==> config.mk <==
export PLATFORM = sky130hd
export DESIGN_NAME = instr_prefetch_master
export DESIGN_NICKNAME = d
export VERILOG_FILES = /design/src/rtl/instr_fetch_pkg.sv /design/src/rtl/instr_fetch_fifo.sv /design/src/rtl/instr_prefetch_master.sv
export SDC_FILE = /design/constraint.sdc
export NUM_CORES = 1
export LEC_CHECK = 0
export ABC_AREA = 1
export CAP_MARGIN = 20
export CORE_MARGIN = 2
export CORE_UTILIZATION = 40
export CTS_BUF_LIST = sky130_fd_sc_hd__clkbuf_8 sky130_fd_sc_hd__clkbuf_16
export DETAILED_ROUTE_END_ITERATION = 8
export HOLD_SLACK_MARGIN = 0.12
export PLACE_DENSITY = 0.63
export SLEW_MARGIN = 20
export SYNTH_ARGS = -nofsm -noshare
export SYNTH_HDL_FRONTEND = slang
export SYNTH_SLANG_ARGS = --single-unit
==> constraint.sdc <==
create_clock -name clk -period 8.3 [get_ports clk]
set_input_delay 2.49 -clock clk [delete_from_list [all_inputs] [get_ports clk]]
set_output_delay 2.49 -clock clk [all_outputs]
set_load 0.005 [all_outputs]
==> src/rtl/instr_fetch_pkg.sv <==
// Shared types for the instruction prefetch master: FSM states, fetch granule and FIFO entry.
package instr_fetch_pkg;

    localparam int unsigned IF_ADDR_W   = 18;
    localparam int unsigned IF_DATA_W   = 32;
    localparam int unsigned FETCH_BYTES = IF_DATA_W / 8;

    typedef enum logic [0:0] {
        IDLE = 1'b0,
        RUN  = 1'b1
    } fetch_state_e;

    typedef struct packed {
        logic [IF_ADDR_W-1:0] addr;
        logic [IF_DATA_W-1:0] rdata;
    } fetch_entry_t;

endpackage

==> src/rtl/instr_fetch_fifo.sv <==
// Synchronous prefetch FIFO of fetch entries; flush wins over push and pop.
module instr_fetch_fifo
    import instr_fetch_pkg::*;
#(
    parameter  int unsigned DEPTH = 4,
    localparam int unsigned CNT_W = $clog2(DEPTH) + 1
) (
    input  logic             clk,
    input  logic             rst,
    input  logic             push,
    input  logic             pop,
    input  logic             flush,
    input  fetch_entry_t     wdata,
    output fetch_entry_t     rdata,
    output logic [CNT_W-1:0] count,
    output logic             full,
    output logic             empty
);

    localparam int unsigned PTR_W = $clog2(DEPTH);

    fetch_entry_t     mem_q [DEPTH];
    logic [PTR_W-1:0] wr_ptr_q;
    logic [PTR_W-1:0] rd_ptr_q;
    logic [CNT_W-1:0] count_q;
    logic             do_push;
    logic             do_pop;

    assign do_push = push;
    assign do_pop  = pop && (count_q != '0);

    // Storage is cleared on reset so the head reads as zero until the first push.
    always_ff @(posedge clk) begin
        if (rst) begin
            for (int i = 0; i < DEPTH; i++) begin
                mem_q[i] <= '0;
            end
            wr_ptr_q <= '0;
            rd_ptr_q <= '0;
            count_q  <= '0;
        end else if (flush) begin
            wr_ptr_q <= '0;
            rd_ptr_q <= '0;
            count_q  <= '0;
        end else begin
            if (do_push) begin
                mem_q[wr_ptr_q] <= wdata;
                wr_ptr_q        <= wr_ptr_q + PTR_W'(1);
            end
            if (do_pop) begin
                rd_ptr_q <= rd_ptr_q + PTR_W'(1);
            end
            count_q <= count_q + CNT_W'(do_push) - CNT_W'(do_pop);
        end
    end

    assign rdata = mem_q[rd_ptr_q];
    assign count = count_q;
    assign full  = (count_q == CNT_W'(DEPTH));
    assign empty = (count_q == '0);

endmodule

==> src/rtl/instr_prefetch_master.sv <==
// Instruction prefetch master: issues sequential word reads, buffers up to DEPTH words, flushes on redirect.
// Optional INSTR_FETCH_BYPASS_EN presents a response directly when the FIFO is empty.
module instr_prefetch_master
    import instr_fetch_pkg::*;
#(
    parameter int unsigned           ADDR_WIDTH = IF_ADDR_W,
    parameter int unsigned           DATA_WIDTH = IF_DATA_W,
    parameter int unsigned           DEPTH      = 4,
    parameter logic [ADDR_WIDTH-1:0] BOOT_ADDR  = 18'h20000
) (
    input  logic                    clk,
    input  logic                    rst,
    input  logic                    fetch_enable_i,
    input  logic                    branch_i,
    input  logic [ADDR_WIDTH-1:0]   branch_addr_i,
    output logic                    instr_valid_o,
    input  logic                    instr_ready_i,
    output logic [DATA_WIDTH-1:0]   instr_rdata_o,
    output logic [ADDR_WIDTH-1:0]   instr_addr_o,
    output logic                    mem_en_o,
    output logic [ADDR_WIDTH-1:0]   mem_addr_o,
    output logic                    mem_we_o,
    output logic [DATA_WIDTH/8-1:0] mem_be_o,
    output logic [DATA_WIDTH-1:0]   mem_wdata_o,
    input  logic [DATA_WIDTH-1:0]   mem_rdata_i
);

    localparam int unsigned           CNT_W      = $clog2(DEPTH) + 1;
    localparam logic [ADDR_WIDTH-1:0] ALIGN_MASK = ~ADDR_WIDTH'(FETCH_BYTES - 1);

    fetch_state_e          state_q;
    fetch_state_e          state_d;
    logic [ADDR_WIDTH-1:0] ptr_q;
    logic                  infl_valid_q;
    logic [ADDR_WIDTH-1:0] infl_addr_q;

    fetch_entry_t          resp;
    fetch_entry_t          head;
    fetch_entry_t          fifo_rdata;
    logic                  resp_valid;
    logic                  fifo_push;
    logic                  fifo_pop;
    logic                  fifo_full;
    logic                  fifo_empty;
    logic [CNT_W-1:0]      fifo_count;
    logic [CNT_W:0]        occupancy;
    logic                  room;

    always_ff @(posedge clk) begin
        if (rst) begin
            state_q <= IDLE;
        end else begin
            state_q <= state_d;
        end
    end

    always_comb begin
        state_d = state_q;
        case (state_q)
            IDLE:    if (fetch_enable_i)  state_d = RUN;
            RUN:     if (!fetch_enable_i) state_d = IDLE;
            default: state_d = IDLE;
        endcase
    end

    // Buffered plus in-flight words must never exceed the FIFO capacity.
    assign occupancy = (CNT_W+1)'(fifo_count) + (CNT_W+1)'(infl_valid_q);
    assign room      = !fifo_full && (occupancy < (CNT_W+1)'(DEPTH));

    always_comb begin
        mem_en_o   = 1'b0;
        mem_addr_o = '0;
        if ((state_q == RUN) && room && !branch_i) begin
            mem_en_o   = 1'b1;
            mem_addr_o = ptr_q;
        end
    end

    always_ff @(posedge clk) begin
        if (rst) begin
            ptr_q        <= BOOT_ADDR;
            infl_valid_q <= 1'b0;
            infl_addr_q  <= '0;
        end else begin
            infl_valid_q <= mem_en_o;
            infl_addr_q  <= mem_addr_o;
            if (branch_i) begin
                ptr_q <= branch_addr_i & ALIGN_MASK;
            end else if (mem_en_o) begin
                ptr_q <= ptr_q + ADDR_WIDTH'(FETCH_BYTES);
            end
        end
    end

    // A response landing in the redirect cycle belongs to the old stream and is dropped.
    assign resp_valid = infl_valid_q && !branch_i;
    assign resp       = '{addr: infl_addr_q, rdata: mem_rdata_i};

`ifdef INSTR_FETCH_BYPASS_EN
    logic bypass;
    assign bypass        = fifo_empty && resp_valid;
    assign instr_valid_o = (!fifo_empty || resp_valid) && !branch_i;
    assign head          = bypass ? resp : fifo_rdata;
    assign fifo_push     = resp_valid && !(bypass && instr_ready_i);
`else
    assign instr_valid_o = !fifo_empty && !branch_i;
    assign head          = fifo_rdata;
    assign fifo_push     = resp_valid;
`endif

    assign fifo_pop = instr_valid_o && instr_ready_i && !fifo_empty;

    instr_fetch_fifo #(
        .DEPTH (DEPTH)
    ) u_fifo (
        .clk   (clk),
        .rst   (rst),
        .push  (fifo_push),
        .pop   (fifo_pop),
        .flush (branch_i),
        .wdata (resp),
        .rdata (fifo_rdata),
        .count (fifo_count),
        .full  (fifo_full),
        .empty (fifo_empty)
    );

    assign instr_rdata_o = head.rdata;
    assign instr_addr_o  = head.addr;
    assign mem_we_o      = 1'b0;
    assign mem_be_o      = '1;
    assign mem_wdata_o   = '0;

endmodule
Yosys cells after proc, flatten, opt, wreduce, memory -nomap -nowiden
Memories as Yosys holds them, arrays and structs flattened. A register that Yosys moved wholly into a read port is not among the register bits.
Index checks and enable logic that the tools add are counted.
- bits of input ports: 55
- word-level logic and storage cells: 49
- bits in writable memories: 200
- output and inout bits: 107
- bits in registers: 45
- memories kept: 1
- memory list (memory ; words ; bits a word ; read ports ; clocked after Yosys merged registers in ; wr ports ; RTL line ; text):
    u_fifo.mem_q ; 4 ; 50 ; 1 ; 1 ; 4 ; instr_fetch_fifo.sv:22 ; fetch_entry_t mem_q [DEPTH];
- multiplexer cells: 16
- $add $sub $neg: 6
- reduce and logical (&&, ||, !) cells: 16
- order comparisons: 1
- eq/ne operators: 1
- operator list (cell ; number):
    $mux W18 ; 3
    $mux W50 ; 1
    $reduce_or A50 Y1 ; 1
    $add A18 B3 Y18 const B ; 1
    $mux W1 ; 9
    $logic_and A1 B1 Y1 ; 8
    $mux W2 ; 3
    $add A2 B1 Y2 const B ; 2
    $add A3 B1 Y4 ; 1
    $lt A4 B3 Y1 const B ; 1
    $add A3 B1 Y3 ; 1
    $eq A3 B3 Y1 const B ; 1
    $logic_not A1 Y1 ; 3
    $logic_not A3 Y1 ; 1
    $reduce_bool A3 Y1 ; 1
    $sub A3 B1 Y3 ; 1
    $reduce_bool A2 Y1 ; 1
    $reduce_or A2 Y1 ; 1

Depth between registers and ports, before layout
- word-level depth: 8
- depth in mapped cells: 10
- mapped depth without buffers: 10

Cells and area by module
Synthesis repeated with hierarchy kept, for this count alone.
- cells, all modules: 1099
- area, all modules: 10994.3 um^2
- by module, submodules not included (module ; times used ; cells each ; sequential area each (um^2) ; area an instance (um^2)):
    instr_fetch_fifo ; 1 ; 824 ; 6185.9 ; 9054.9
    instr_prefetch_master ; 1 ; 275 ; 680.7 ; 1939.4

Worst setup path before layout
Ideal clock, no wire load.
- path kind: input to register
- start: in branch_i
- end: mem u_fifo.mem_q[3][0] (netlist name) (enable)
- setup slack: 1269 ps
- data required time: 7775 ps
- buffers on the path: 1
- library setup time: 525 ps
- arrival time: 6505 ps
- stages on the path: 4
- path through: clkbuf_1 > nor2_1 > inv_1 > o31ai_1
- RTL lines (element ; RTL line ; text):
    from (decl) ; instr_prefetch_master.sv:14 ; input logic branch_i,
    to (decl) ; instr_fetch_fifo.sv:22 ;

Worst setup path after layout
- start: in branch_i
- end: out mem_addr_o[10]
- word-level cells in the longest chain between the ends: 3
- RTL lines (element ; RTL line ; text):
    $logic_not A1 Y1 ; instr_prefetch_master.sv:73 ; if ((state_q == RUN) && room && !branch_i) begin
    $logic_and A1 B1 Y1 ; instr_prefetch_master.sv:73 ;
    $mux W18 ; instr_prefetch_master.sv:73 ;
    to (decl) ; instr_prefetch_master.sv:21 ; output logic [ADDR_WIDTH-1:0] mem_addr_o,
Every way passes these cells.

==> results.md <==
* R2r endpoint: u_fifo.mem_q[0][3]
* Setup_tns at 0 ns
* Hold Crit Start: u_fifo.rd_ptr_q[1]
* Dominant synthesized flop cell: edfxtp_1
* Biggest area consumer among synthesized cells: edfxtp_1
* DRT Pass-1 Iters at 7
* WL/cell at 15.6 um
* Layout cells sized above 1 at roughly 5.5%
* Actual slew at the worst max-slew pin at 1.03 ns
* Die height at 167 um
* Worst vdd ir at approximately 140 uV
* Drc violations at 0
* GRT Overall Usage at ~17%
* WS Path Type: input port to output port
* CP max stage cell: clkdlybuf4s50_1
* DP HPWL at 13.6 mm
* Worst R2R Start: infl_valid_q
* Mapped cell area at 10,600 um^2
* Post-CTS Hold Fix Bufs at 0
* Period minus WS final at 7.07 ns
* Worst EP arrival at 4.58 ns
* Setup slack, reg-to-reg at 5.59 ns
* Slowest stage delay, CP at 0.54 ns
* Drt total wl at 24.4 mm
* Mapped Cells at 1,118
* Vias in the first global route at 7,445
* Slew headroom at 31.3%
* Die area at 27,800 um^2
* Final net count at approximately 1,300
* Sequential fraction of the synthesis area at 62.5%
* Core Box Area at 26,100 um^2
* FFs w/ async S/R, synth at 0%
* DP Cell Count at between 1,500 and 2,000
* Top cells by count, synth: nor2_1 (333), edfxtp_1 (192), inv_1 (131)
* Cts bufs inserted at 25
* Design area at 12,700 um^2
* CTS resizes at 0
* Die X at 167 um
* Final setup violating endpoints at 0
* Outcome: completed
* Final Hold Fails at 0
* Post-CTS Setup Inserts at 0
* Total congestion overflow at 0
* Yosys top cell area share at 54.3%
* Yosys warns at 0
* Yosys cell types at 29
* Skew final at 0.0224 ns
* Post-synth EDFFs at 192
* Diode count at 0
* Hold crit path type: register to register
* CTS sink count at 235
* Syn_area_per_cell at 9.49 um^2
* Number of port buffers at approximately 120
* Reg clk slew, reported paths at 0.06 ns
* MaxCap Viol Count at 0
* CTS tree: yes
* #FFs+latches synth at 235
* Initial antenna violation count at 0
* Crit Path Max Fanout at 22
* Total power divided by cell area at 200 nW/um^2
* Layout filler cell count at 2,415
* Max Clk Rate at 141 MHz
* WHS Path Cells at 2
* Layout overhead on the synthesized area at 20.1%
* Count leader, synth: nor2_1
* Pleak at 4.83 nW
* Startpoint types: input port
* Ports at between 150 and 200
* Core Rows at 59
* Skew-Pair Late Insertion Delay at 0.52 ns
* Vias/cell at ~5
* Synth area leaders: edfxtp_1 (54%), nor2_1 (12%), dfxtp_1 (8.1%)
* Finished Layout Cells at 1,568
* RSZ-0062 raised after global routing: false
* Fin. max-slew vios at 0
* CP endpoint kind: output port
* CTS root buf: clkbuf_16
* Crit-path cells: clkdlybuf4s50_1 -> buf_4 -> inv_1 -> nand3_1 -> nor2_1 -> clkdlybuf4s50_1
* Initial core utilization at 40.7%
* First-pass GRT wire length at roughly 40 mm
* H-tree lvl count at 1
* Reg2Reg Depth at 6
* Placed inst area at 11,900 um^2
* Routed vias at 7,646
* Clk buf depth at 3
* Largest net degree at the start of global routing at 97
* Post-route ant nets at 0
* Placer congestion estimate at 0.834
* 1st-iter DRT viols at 573
* Cell mode on critical path: clkdlybuf4s50_1
* Tcrit/Tclk final at 85.2%
* Worst path required time at 5.81 ns
==> state kept, by name (all words and copies together) (netlist names), named ones only <==
| signal | cells |
|---|---|
| state_q | 1 |
| ptr_q | 16 |
| infl_addr_q | 16 |
| u_fifo.mem_q | 192 |
| u_fifo.rd_ptr_q | 2 |
| u_fifo.count | 3 |
| infl_valid_q | 1 |
| u_fifo.wr_ptr_q | 2 |
==> kinds of logic after synthesis <==
kind of cell / count (synthesis) / share of synthesized area [%]
fa+ha+maj: 5 / 0.660
compound gates: 175 / 8.88
other cells: 2 / 0.0708
buf+inv: 237 / 10.1
xor+xnor: 6 / 0.495
simple gates: 458 / 17.3
flops: 235 / 62.5
==> critical path: cells and delay by family <==
family                 cells  cell delay [ns]
AND/OR/NAND/NOR            2             0.79
buffers and inverters      4             1.29
==> report_power, final <==
group | leakage [nW] | total (mW) | switching [mW] | internal [mW]
logic | 2.06 | 0.139 | 0.0808 | 0.0584
registers | 2.33 | 1.33 | 0.0143 | 1.31
clock network | 0.431 | 1.08 | 0.439 | 0.645
==> placed cells by master, fill, tap and decap left out, types with 2 or more instances in the layout <==
cell type        instances
clkdlybuf4s50_1        118
o21ai_0                109
o21ai_1                  4
clkbuf_8                 2
nand4_1                  8
nand3b_1                 2
dfxtp_1                 41
nor2_4                   5
o22ai_1                 48
clkbuf_16               26
edfxtp_1               192
nand3_1                 17
nand2_2                  2
bufinv_16                2
o21ai_4                  2
inv_1                  140
nand2_1                 84
buf_4                   12
xor2_1                   5
nor2_1                 333
ha_1                     4
nor3_1                   5
a21oi_1                  9
clkinv_2                 2
inv_2                    7
conb_1                  41
==> how the worst max path moves through the flow <==
stage / from / endpoint / slack, ns
after floorplan: branch_i / u_fifo.mem_q[3][0] / 1.27
after global placement: branch_i / mem_addr_o[4] / 1.34
after detailed placement: branch_i / mem_addr_o[7] / 1.24
after CTS: branch_i / mem_addr_o[7] / 1.23
after global routing: branch_i / mem_addr_o[8] / 1.08
final: branch_i / mem_addr_o[10] / 1.23
==> final cells by class <==
class	count	area (um^2)	share of cell area, %
Clock inverter	17	131	1.03
Inverter	138	519	4.07
Multi-Input combinational cell	685	3090	24.3
Tap cell	335	419	3.29
Sequential cell	235	6630	52.0
Clock buffer	28	678	5.32
Timing Repair Buffer	130	1270	9.97
==> through the flow <==
stage	setup WS, ns	total power [mW]	util [%]	hold slack, ns
4_1_cts	1.23	2.57	48.9	0.460
3_5_place_dp	1.24	1.49	45.8	0.450
2_1_floorplan	1.27	1.43	-	0.436
5_1_grt	1.08	2.64	48.9	0.481
3_3_place_gp	1.34	1.49	45.8	0.456
6_report	1.23	2.55	48.9	0.459
==> routing by layer <==
metal	GRT usage [%]	vias to the layer above	wire, um
met5	0	-	0
met3	2.66	28	1520
met1	23.6	3610	11100
li1	-	3768	-
met2	28.6	240	11500
met4	4.46	0	354
(Power assumes the default switching activity.)
